===== src/rtl/sonic_meas_sched.sv =====
// Measurement scheduler for one ultrasonic ranger: triggers the sensor periodically or on
// demand, tracks its busy handshake, captures samples and keeps a running average.
module sonic_meas_sched #(
    parameter int PERIOD_CYC = 5_000_000,
    parameter int AVG_LOG2   = 2,
    parameter int ECHO_MAX   = 1_850_000,
    parameter int WDOG_CYC   = 2_500_000
) (
    input  logic        clk,
    input  logic        rst,
    input  logic        enable,
    input  logic        oneshot,
    output logic        sns_req,
    input  logic        sns_busy,
    input  logic [31:0] sns_data,
    output logic [31:0] dist_raw,
    output logic [31:0] dist_avg,
    output logic        avg_ready,
    output logic        dist_valid,
    output logic        out_of_range,
    output logic        overrun,
    output logic        wdog_err,
    output logic [15:0] meas_count
);

    localparam int DEPTH = 1 << AVG_LOG2;
    localparam int PW    = (PERIOD_CYC > 2) ? $clog2(PERIOD_CYC) : 1;
    localparam int WW    = $clog2(WDOG_CYC + 1);
    localparam int SW    = 32 + AVG_LOG2;
    localparam int PTRW  = (AVG_LOG2 > 0) ? AVG_LOG2 : 1;

    typedef enum logic [2:0] {
        S_IDLE,
        S_REQ,
        S_WAIT_BUSY,
        S_WAIT_DONE,
        S_CAPTURE,
        S_HOLDOFF
    } state_t;

    state_t            state, state_next;
    logic [PW-1:0]     timer;
    logic              pending;
    logic [1:0]        retry_cnt;
    logic [1:0]        wait_cnt;
    logic [WW-1:0]     wdog_cnt;
    logic [31:0]       ring [DEPTH];
    logic [PTRW-1:0]   wr_ptr;
    logic [AVG_LOG2:0] fill;
    logic [SW-1:0]     sum;

    logic tick, trigger, wdog_set, in_range;

    assign tick      = enable && (timer == PW'(PERIOD_CYC - 1));
    assign trigger   = tick || oneshot;
    assign in_range  = sns_data < 32'(ECHO_MAX);
    assign sns_req   = (state == S_REQ);
    assign avg_ready = (fill == (AVG_LOG2 + 1)'(DEPTH));
    assign dist_avg  = sum[SW-1:AVG_LOG2];

    // NOTE: every signal written here gets a default first, so no path leaves it
    // unassigned and no latch is inferred.
    always_comb begin
        state_next = state;
        wdog_set   = 1'b0;
        case (state)
            S_IDLE:      if (pending) state_next = S_REQ;
            S_REQ:       state_next = S_WAIT_BUSY;
            S_WAIT_BUSY: begin
                if (sns_busy) begin
                    state_next = S_WAIT_DONE;
                end else if (wait_cnt == 2'd3) begin
                    if (retry_cnt < 2'd3) begin
                        state_next = S_REQ;
                    end else begin
                        wdog_set   = 1'b1;
                        state_next = S_HOLDOFF;
                    end
                end
            end
            S_WAIT_DONE: begin
                if (!sns_busy) begin
                    state_next = S_CAPTURE;
                end else if (wdog_cnt == WW'(WDOG_CYC - 1)) begin
                    wdog_set   = 1'b1;
                    state_next = S_HOLDOFF;
                end
            end
            S_CAPTURE:   state_next = S_HOLDOFF;
            S_HOLDOFF:   state_next = S_IDLE;
            default:     state_next = S_IDLE;
        endcase
    end

    // NOTE: state is updated with non-blocking assignments so every register samples
    // the values from before the edge, independent of statement order.
    always_ff @(posedge clk) begin
        if (rst) begin
            state        <= S_IDLE;
            timer        <= '0;
            pending      <= 1'b0;
            overrun      <= 1'b0;
            wdog_err     <= 1'b0;
            retry_cnt    <= '0;
            wait_cnt     <= '0;
            wdog_cnt     <= '0;
            dist_raw     <= '0;
            out_of_range <= 1'b0;
            meas_count   <= '0;
            dist_valid   <= 1'b0;
            wr_ptr       <= '0;
            fill         <= '0;
            sum          <= '0;
            // NOTE: the ring is cleared on reset because the average is read before
            // the buffer has filled, so stale entries would show up in dist_avg.
            for (int i = 0; i < DEPTH; i++) ring[i] <= '0;
        end else begin
            state      <= state_next;
            dist_valid <= (state == S_CAPTURE);

            if (!enable || tick) timer <= '0;
            else                 timer <= timer + 1'b1;

            // A trigger is accepted only into an empty pending slot; the slot empties
            // when the scheduler launches the request.
            if (trigger && !pending)             pending <= 1'b1;
            else if (state == S_IDLE && pending) pending <= 1'b0;

            if (trigger && pending) overrun  <= 1'b1;
            if (wdog_set)           wdog_err <= 1'b1;

            if (state == S_IDLE)                     retry_cnt <= '0;
            else if (state == S_REQ)                 retry_cnt <= retry_cnt + 1'b1;
            else if (state == S_WAIT_BUSY && sns_busy) retry_cnt <= '0;

            wait_cnt <= (state == S_WAIT_BUSY) ? wait_cnt + 1'b1 : 2'd0;
            wdog_cnt <= (state == S_WAIT_DONE) ? wdog_cnt + 1'b1 : '0;

            if (state == S_CAPTURE) begin
                dist_raw     <= sns_data;
                out_of_range <= !in_range;
                meas_count   <= meas_count + 1'b1;
                if (in_range) begin
                    ring[wr_ptr] <= sns_data;
                    sum          <= sum - SW'(ring[wr_ptr]) + SW'(sns_data);
                    wr_ptr       <= (wr_ptr == PTRW'(DEPTH - 1)) ? '0 : wr_ptr + 1'b1;
                    if (!avg_ready) fill <= fill + 1'b1;
                end
            end
        end
    end

endmodule


===== config.mk =====
export PLATFORM = sky130hd
export DESIGN_NAME = sonic_meas_sched
export DESIGN_NICKNAME = d
export VERILOG_FILES = /design/src/rtl/sonic_meas_sched.sv
export SDC_FILE = /design/constraint.sdc
export NUM_CORES = 1
export LEC_CHECK = 0
export CAP_MARGIN = 30
export CORE_ASPECT_RATIO = 0.8
export CORE_MARGIN = 2
export CORE_UTILIZATION = 55
export DETAILED_ROUTE_END_ITERATION = 16
export GPL_TIMING_DRIVEN = 0
export PLACE_DENSITY = 0.79
export SETUP_SLACK_MARGIN = 0.4
export SYNTH_ARGS = -nofsm -noshare
export SYNTH_HDL_FRONTEND = slang
export SYNTH_SLANG_ARGS = --single-unit

===== constraint.sdc =====
create_clock -name clk -period 8 [get_ports clk]
set_input_delay 1.6 -clock clk [delete_from_list [all_inputs] [get_ports clk]]
set_output_delay 1.6 -clock clk [all_outputs]
set_load 0.05 [all_outputs]

Word level (Yosys, flattened, before mapping):

Memory sizes are Yosys's and may differ from the RTL's. A register that Yosys moved wholly into a read port is not among the register bits.
Index checks and enable logic that the tools add are counted.

* logic and storage cells: 92
* input port bits: 37
* RAM bits: 128
* flip-flop bits (word level): 144
* memories: 1

* eq/ne operators: 12
* $lt $le $gt $ge: 2
* reduce and logical (&&, ||, !) cells: 21
* bitwise gates (word level): 3
* muxes and demuxes: 29
* add/sub/neg operators: 9

Memories
* ring: depth 4, bits a word 32, read ports 1, clocked after Yosys merged registers in 1, write ports 4, RTL line 47 `logic [31:0] ring [DEPTH];`

Operators by type and width (count)
* 34-bit by 32-bit adder with 34-bit output: 1
* 34-bit by 32-bit subtractor with 34-bit output: 1
* 32-bit by 21-bit less-than comparator with 1-bit output (second input constant): 1
* 32-bit 2-to-1 mux: 1
* 32-bit OR reduction: 1
* 23-bit by 1-bit adder with 23-bit output (second input constant): 1
* 23-bit equality test (second input constant): 1
* 22-bit by 1-bit adder with 22-bit output (second input constant): 1
* 22-bit equality test (second input constant): 1
* 3-bit 2-to-1 mux: 6
* 16-bit by 1-bit adder with 16-bit output (second input constant): 1
* 3-bit case mux with 5 select lines: 1
* 1-bit 2-to-1 mux: 14
* 2-bit 2-to-1 mux: 6
* 2-bit OR reduction: 4
* 2-bit by 1-bit adder with 2-bit output (second input constant): 3
* 3-bit by 2-bit equality test with 1-bit output (second input constant): 2
* 3-bit equality test (second input constant): 2
* 3-bit != test (second input constant): 2
* 3-bit AND reduction: 2
* 1-bit logical AND: 5
* 2-bit equality test (second input constant): 2
* 2-bit nonzero test: 2
* 3-bit by 1-bit adder with 3-bit output (second input constant): 1
* 9 further kinds: 14

Depth between registers and ports, before layout:

Gate-level depths: netlist of run 1.

* depth in word-level cells: 7
* depth in mapped cells: 15
* gate-level depth less buffers: 14

Worst setup path before layout of run 1:

Ideal clock, no wire load.

* path type: input to register
* start: input sns_data[4]
* end: memory ring[3][0], enable pin
* arrival: 5.211 ns
* stages: 9
* slack: 2.323 ns
* required time: 7.534 ns
* cell sequence: o31ai_1 a21oi_1 o2111ai_1 nand2_1 a41o_1 buf_2 buf_2 buf_2 o21ai_0

RTL lines
* from (decl): RTL line 15 `input logic [31:0] sns_data,`
* to (decl): RTL line 47

==> metrics, run 1 <==
#FFs+latches synth ~270; dpl ws between 2 and 2.5 ns; Die W 183 um; global routing's busiest layer met2; sequential area share after synthesis ~48%; # fillers 1984; period utilization 63.0%; register area 6770 um^2; asr flop ratio synth 0%; Synth Cell Area around 14000 um^2; final setup fails 0; DRT Pass-1 Iters 6; Post-synth EDFFs between 100 and 150; Worst-path clk slew about 0.060 ns; post-layout minimum cycle time just over 5 ns; Worst EP arrival between 5 and 6 ns; vias post-DR 10900; Layout Nets between 1500 and 2000; hpwl dp between 20 and 30 mm; Crit. Startpoint sns_data[5]; Setup Buffers After CTS 0; clock sinks roughly 270; vias in the first global route around 11000; full die area 26900 um^2; Least-Margin Pin Slew just over 0.9 ns; max cap viols 0; row cnt 52; area grow syn2layout 20.5%; # IOs between 100 and 150; CP Capture Type register; H-tree levels 1; crit path cell chain clkdlybuf4s50_1, o31ai_1, a21oi_1, o2111ai_1, nand2_1, a41o_1, buf_2, buf_2, buf_2, o21ai_4, buf_16; share of cells above drive strength 1 a little under 10%; Clock Root Buffer clkbuf_16; CP endpoint ring[3][16]; M2 GR Usage between 40% and 50%; max incr delay on CP 0.63 ns; CP required 8.27 ns; Setup Skew 0.0161 ns; RSZ-0062 raised after global routing false; M1 GR Usage just under 40%; Final Hold Violating Endpoints 0; initial core utilization between 50 and 60%; grt met3 use ~6%; DIE HEIGHT 147 um; worst min-delay path class register to register; CTS Buf Count 29; Syn Inst Count around 1400; Synthesis Warnings 0; WL/cell about 19 um; IO buf count approximately 120; largest net degree at the start of global routing 33; clock latency on the worst-skew pair approximately 0.57 ns; Antenna Cells 0; number of routed nets with antenna violations 0; Max Freq about 200 MHz; worst rel slew slack 37.6%; crit path max fanout 17; Slowest cell on crit path clkdlybuf4s50_1; CTS resizes 0; CP top delay family compound AO/OA/AOI/OAI gates; power per cell area a little under 200 nW/um^2; final worst slack between 2 and 3 ns; outcome complete, no violations; worst path bufs/invs 5; CTS tree built; Startpoint Class primary input; first-pass GRT wire length ~57 mm; Yosys cell types 73; Residual DRC 0; core area 25200 um^2; final wirelength 36.5 mm; Bufs on Longest Clock Path 3; area of the multi-input gates between 6000 and 7000 um^2; initial antenna violation count 0; CP Depth 11; GRT Residual Overflow 0; Post-Syn Area per Cell just over 10 um^2; VDD IR-drop max around 150 uV; worst r2r dst sum[33]; Vias/cell approximately 5.6; worst r2r path cells 14; Pleak 6.58 nW; most frequent CP cell buf_2; critical path type primary input to register; Primary FF master, synth dfxtp_1; r2r setup slk ~3.2 ns; max-slew violation count 0; CTS Hold Buffers Added 0; initial detailed-routing violation count between 900 and 1000; Hold WS ~0.45 ns; all-layer global routing usage a little over a quarter; RD Place Congestion approximately 0.92
-- per-stage QoR --
stage | area [um^2] | utilization [%] | setup TNS, ns | cells | total power [mW]
3_5_place_dp | 15900 | 62.9 | 0 | 1880 | 1.99
6_report | 17000 | 67.2 | 0 | 1938 | 3.36
5_1_grt | 17000 | 67.2 | 0 | 1938 | 3.47
2_1_floorplan | 14200 | - | 0 | 1434 | 1.85
4_1_cts | 16900 | 66.9 | 0 | 1934 | 3.35
3_3_place_gp | 15900 | 62.8 | -27.81 | 1879 | 1.97
-- synth_stat cells, drive strengths merged (32+ instances only) --
master / instances / area share, %
xor2: 38 / 2.4
and2: 50 / 2.2
buf: 58 / 2.5
nand2: 142 / 3.8
dfxtp: 146 / 21
mux4: 32 / 5.1
a21oi: 93 / 3.4
edfxtp: 128 / 27
inv: 144 / 3.8
clkbuf: 40 / 1.1
nand3: 36 / 1.3
o21ai: 36 / 1.3
ha: 42 / 3.7
fa: 32 / 4.6
nor2: 119 / 3.2
-- logic make-up (layout without fill, tap and decap cells) --
logic type / Yosys count / after routing / synth area share [%]
and+or+nand+nor: 490 / 490 / 17.1
DFF: 274 / 274 / 48.1
buffers and inverters: 242 / 422 / 7.45
AOI/OAI and AO/OA: 205 / 205 / 9.29
adders and majority gates: 74 / 74 / 8.29
xor gates and xnor gates: 66 / 66 / 4.11
muxes: 39 / 39 / 5.64
other: 1 / 44 / 0.0266
-- how the worst min path moves through the flow --
stage	from	cells past startpoint	end
global route	wait_cnt[0]	1	wait_cnt[0]
floorplan	wait_cnt[0]	1	wait_cnt[0]
detailed placement	wait_cnt[0]	1	wait_cnt[0]
finish	wait_cnt[0]	1	wait_cnt[0]
CTS	wait_cnt[0]	1	wait_cnt[0]
global placement	wait_cnt[0]	1	wait_cnt[0]
-- metal layers --
metal	wire, um	vias to the layer above
met4	1190	0
met1	15900	5311
met5	0	-
met3	3080	80
li1	-	5133
met2	16200	417
-- placed cells by master (no fill, tap or decap), types with 5 or more instances in the layout --
master	netlist	final
dfxtp_1	146	146
inv_1	143	143
nand2_1	141	141
edfxtp_1	128	128
clkdlybuf4s50_1	0	121
nor2_1	119	119
a21oi_1	89	89
and2_1	49	49
clkbuf_1	39	44
conb_1	1	44
ha_1	42	42
xor2_1	38	38
nand3_1	36	36
mux4_2	32	32
fa_1	32	32
buf_4	32	32
clkbuf_16	0	32
nor4_1	30	30
o21ai_0	31	30
xnor2_1	28	28
nor3_1	23	23
and3_1	20	20
nand4_1	18	18
a21o_1	16	16
buf_2	15	15
buf_1	11	11
nor2b_1	11	11
or3_1	11	11
o21a_1	8	8
clkinv_2	0	7
o31ai_1	6	6
and4_1	6	6
a31oi_1	6	6
nor4b_1	5	5
mux2i_1	5	5
o21ai_1	5	5
o311ai_1	5	5
o21bai_1	5	5
-- worst reg2reg max path, cell delays in order (launching register included) --
cell and delay, ns:
dfxtp_1 0.30, clkbuf_1 0.30, buf_1 0.69, mux4_2 0.65, fa_1 0.50, inv_1 0.04
ha_1 0.34, inv_1 0.10, nor4_2 0.30, o211ai_1 0.16, o2bb2ai_2 0.29, a32oi_1 0.23
or3_1 0.38, nand4_1 0.10, mux2_1 0.32
-- where the power goes --
group / internal (mW) / switching [mW]
clock: 0.795 / 0.591
sequential: 1.51 / 0.0170
combinational: 0.161 / 0.281
total: 2.47 / 0.889
-- registers in the layout (all words and copies together), names as in the netlist, 2 cells and up, named ones only --
register and cells:
ring 128, sum 34, dist_raw 32, timer 23, wdog_cnt 22, meas_count 16
fill 3, state 3, retry_cnt 2, wait_cnt 2, wr_ptr 2
-- area by class of cell --
cell class | instances | area share (%)
clock inverters | 14 | 0.782
flip-flops and latches | 274 | 39.9
inverters | 144 | 3.19
repair buffers | 126 | 7.76
clock buffers | 40 | 5.08
plain buffers | 98 | 2.99
multi-input cells | 918 | 37.9
well taps | 324 | 2.39
No activity file was read; power rests on OpenSTA's default activity.
==> inputs of run 2 (changes only) <==
clock period = 5.15 ns   (was 8 ns; I/O delays follow)
==> run 2 against run 1 <==
  * Critical path depth is 4 higher
  * Global-route usage is 0.24 points higher
  * Largest cell class unchanged
  * Sequential share of layout area hardly changed
  * Sequential cell count stayed put
  * Combinational power is 57% higher
  * Largest power group unchanged
==> metrics, run 2 (same netlist as run 1, synthesis figures left out) <==
largest net degree at the start of global routing 33 (unchanged); CTS Hold Buffers Added 0 (unchanged); outcome complete, no violations; Pleak 6.57 nW (about the same); Startpoint Class register; Util after Layout 67.2% (about the same); Setup Skew 0.0212 ns (+0.00513 ns); DRT Pass-1 Iters 5 (-1); DP Cell Count 1881 (+0.053%); clock latency on the worst-skew pair 0.56 ns (about the same); all-layer global routing usage 27.4% (+0.24 points); IO buf count 121 (unchanged); most frequent cells in the layout dfxtp_1, inv_1, nand2_1, edfxtp_1, clkdlybuf4s50_1; power per cell area 308 nW/um^2 (+56%); VDD IR-drop max 254 uV (+70%); Most flops, register ring; critical path type register to register; Least-Margin Pin Slew 0.959 ns (+0.0240 ns); initial core utilization 55.7% (unchanged); max incr delay on CP 0.53 ns (-0.10 ns); RSZ-0062 raised after global routing true; period utilization 89.5%; non-filler cells, final 1937 (-0.052%); max-slew violation count 0 (unchanged); DIE HEIGHT 147 um (unchanged); total power 5.22 mW (+56%); crit path max fanout 9 (-8); commonest non-fill, non-tap cell in the layout dfxtp_1; worst path bufs/invs 4 (-1); worst rel slew slack 35.5% (-2.2 points); CP top delay family compound AO/OA/AOI/OAI gates; number of routed nets with antenna violations 0 (unchanged); Slowest cell on crit path mux4_2; # IOs 123 (unchanged); initial antenna violation count 1 (+1); area grow syn2layout 20.5% (about the same); core area 25200 um^2 (unchanged); RD Place Congestion 0.942 (+2.1%); final wirelength 36.5 mm (about the same); first-pass GRT wire length 57.2 mm (+0.68%); share of cells above drive strength 1 9.68% (-0.11 points); worst r2r dst sum[33]; worst min-delay path class register to register; CP Capture Type register; WL/cell 18.8 um (+0.15%); max cap viols 0 (unchanged); Vias/cell 5.65 (about the same); Bufs on Longest Clock Path 3 (unchanged); CTS tree built; Die W 183 um (unchanged); CP required 5.58 ns (-2.69 ns); hpwl dp 26.0 mm (+0.50%); Layout Nets 1701 (-0.059%); Worst Hold End wait_cnt[0]; clock sinks 274 (unchanged); Hold Path Depth 1 (unchanged); full die area 26900 um^2 (unchanged); r2r setup slk 0.54 ns (-2.62 ns); H-tree levels 1 (unchanged); initial detailed-routing violation count 1061 (+13%); final setup fails 0 (unchanged); row cnt 52 (unchanged); vias in the first global route 10700 (+0.31%); Worst-path clk slew 0.06 ns (about the same); vias post-DR 10900 (-0.018%); worst r2r path cells 15 (+1); Worst EP arrival 5.04 ns (-0.27 ns); Residual DRC 0 (unchanged); biggest regs ring: 128 flops, sum: 34 flops, dist_raw: 32 flops; Final Hold Violating Endpoints 0 (unchanged); Clock Root Buffer clkbuf_16; post-layout minimum cycle time ~4.6 ns; Max Freq between 200 and 250 MHz; number of flip-flops in the largest register 128 (unchanged); GRT Residual Overflow 0 (unchanged); worst hold path startpoint wait_cnt[0]; crit path cell chain clkbuf_1, buf_1, buf_8, mux4_2, fa_1, inv_1, ha_1, o211ai_1, o211ai_2, a211oi_2, o2bb2ai_2, a32oi_1, or3_1, nand4_1, mux2_1; CTS Buf Count 28 (-3.4%)
==> run 2: layout make-up <==
| cell class | count | area, um^2 |
|---|---|---|
| Antenna cell | 1 | 2.50 |
| Buffer | 98 | 517 |
| Clock buffer | 37 | 764 |
| Clock inverter | 15 | 216 |
| Fill cell | 1969 | 8280 |
| Inverter | 144 | 541 |
| Multi-Input combinational cell | 918 | 6440 |
| Sequential cell | 274 | 6770 |
| Tap cell | 324 | 405 |
| Timing Repair Buffer | 126 | 1310 |
==> run 2: worst max-delay path by stage <==
| stage | endpoint | cells after the start |
|---|---|---|
| after floorplan | ring[3][0] | 9 |
| after global placement | ring[3][21] | 10 |
| after detailed placement | ring[3][6] | 11 |
| after CTS | sum[33] | 15 |
| after global routing | sum[33] | 15 |
| final | sum[33] | 15 |
==> run 2: worst reg2reg max path, stage by stage, from the launching register on <==
cell,delay [ns]
dfxtp_1,0.31
clkbuf_1,0.27
buf_1,0.28
buf_8,0.22
mux4_2,0.53
fa_1,0.50
inv_1,0.04
ha_1,0.37
o211ai_1,0.16
o211ai_2,0.32
a211oi_2,0.18
o2bb2ai_2,0.29
a32oi_1,0.19
or3_1,0.38
nand4_1,0.13
mux2_1,0.32
==> run 2: per-layer routing <==
layer,share of wire (%),global-route usage (%),vias to the layer above,routed length (um)
li1,-,-,5123,-
met4,3.1,9.28,0,1120
met2,44,42.1,464,16200
met1,44,39.4,5275,16000
met5,0,0,-,0
met3,8.7,5.33,77,3170
==> run 2: where the power goes <==
group / total, mW / leakage, nW / switching (mW) / internal, mW
combinational: 0.692 / 3.62 / 0.440 / 0.252
clock: 2.16 / 0.479 / 0.861 / 1.30
sequential: 2.37 / 2.47 / 0.0251 / 2.35
==> run 2: per-stage QoR <==
step                      setup WS (ns)  setup TNS, ns  instance area [um^2]  hold slack, ns
after CTS                         0.439              0                 16900           0.439
after global placement            -1.55         -49.44                 15900           0.404
after floorplan                   0.912              0                 14200           0.396
after detailed placement          0.175              0                 15900           0.431
after global routing              0.257              0                 17000           0.454
final                             0.540              0                 17000           0.430
==> run 2: what timing repair did <==
action                                  in CTS  in global routing
endpoints found under the hold margin        0                  0
endpoints found under the setup margin       4                  7
resized for setup                            4                  3
setup buffers                                0                  0
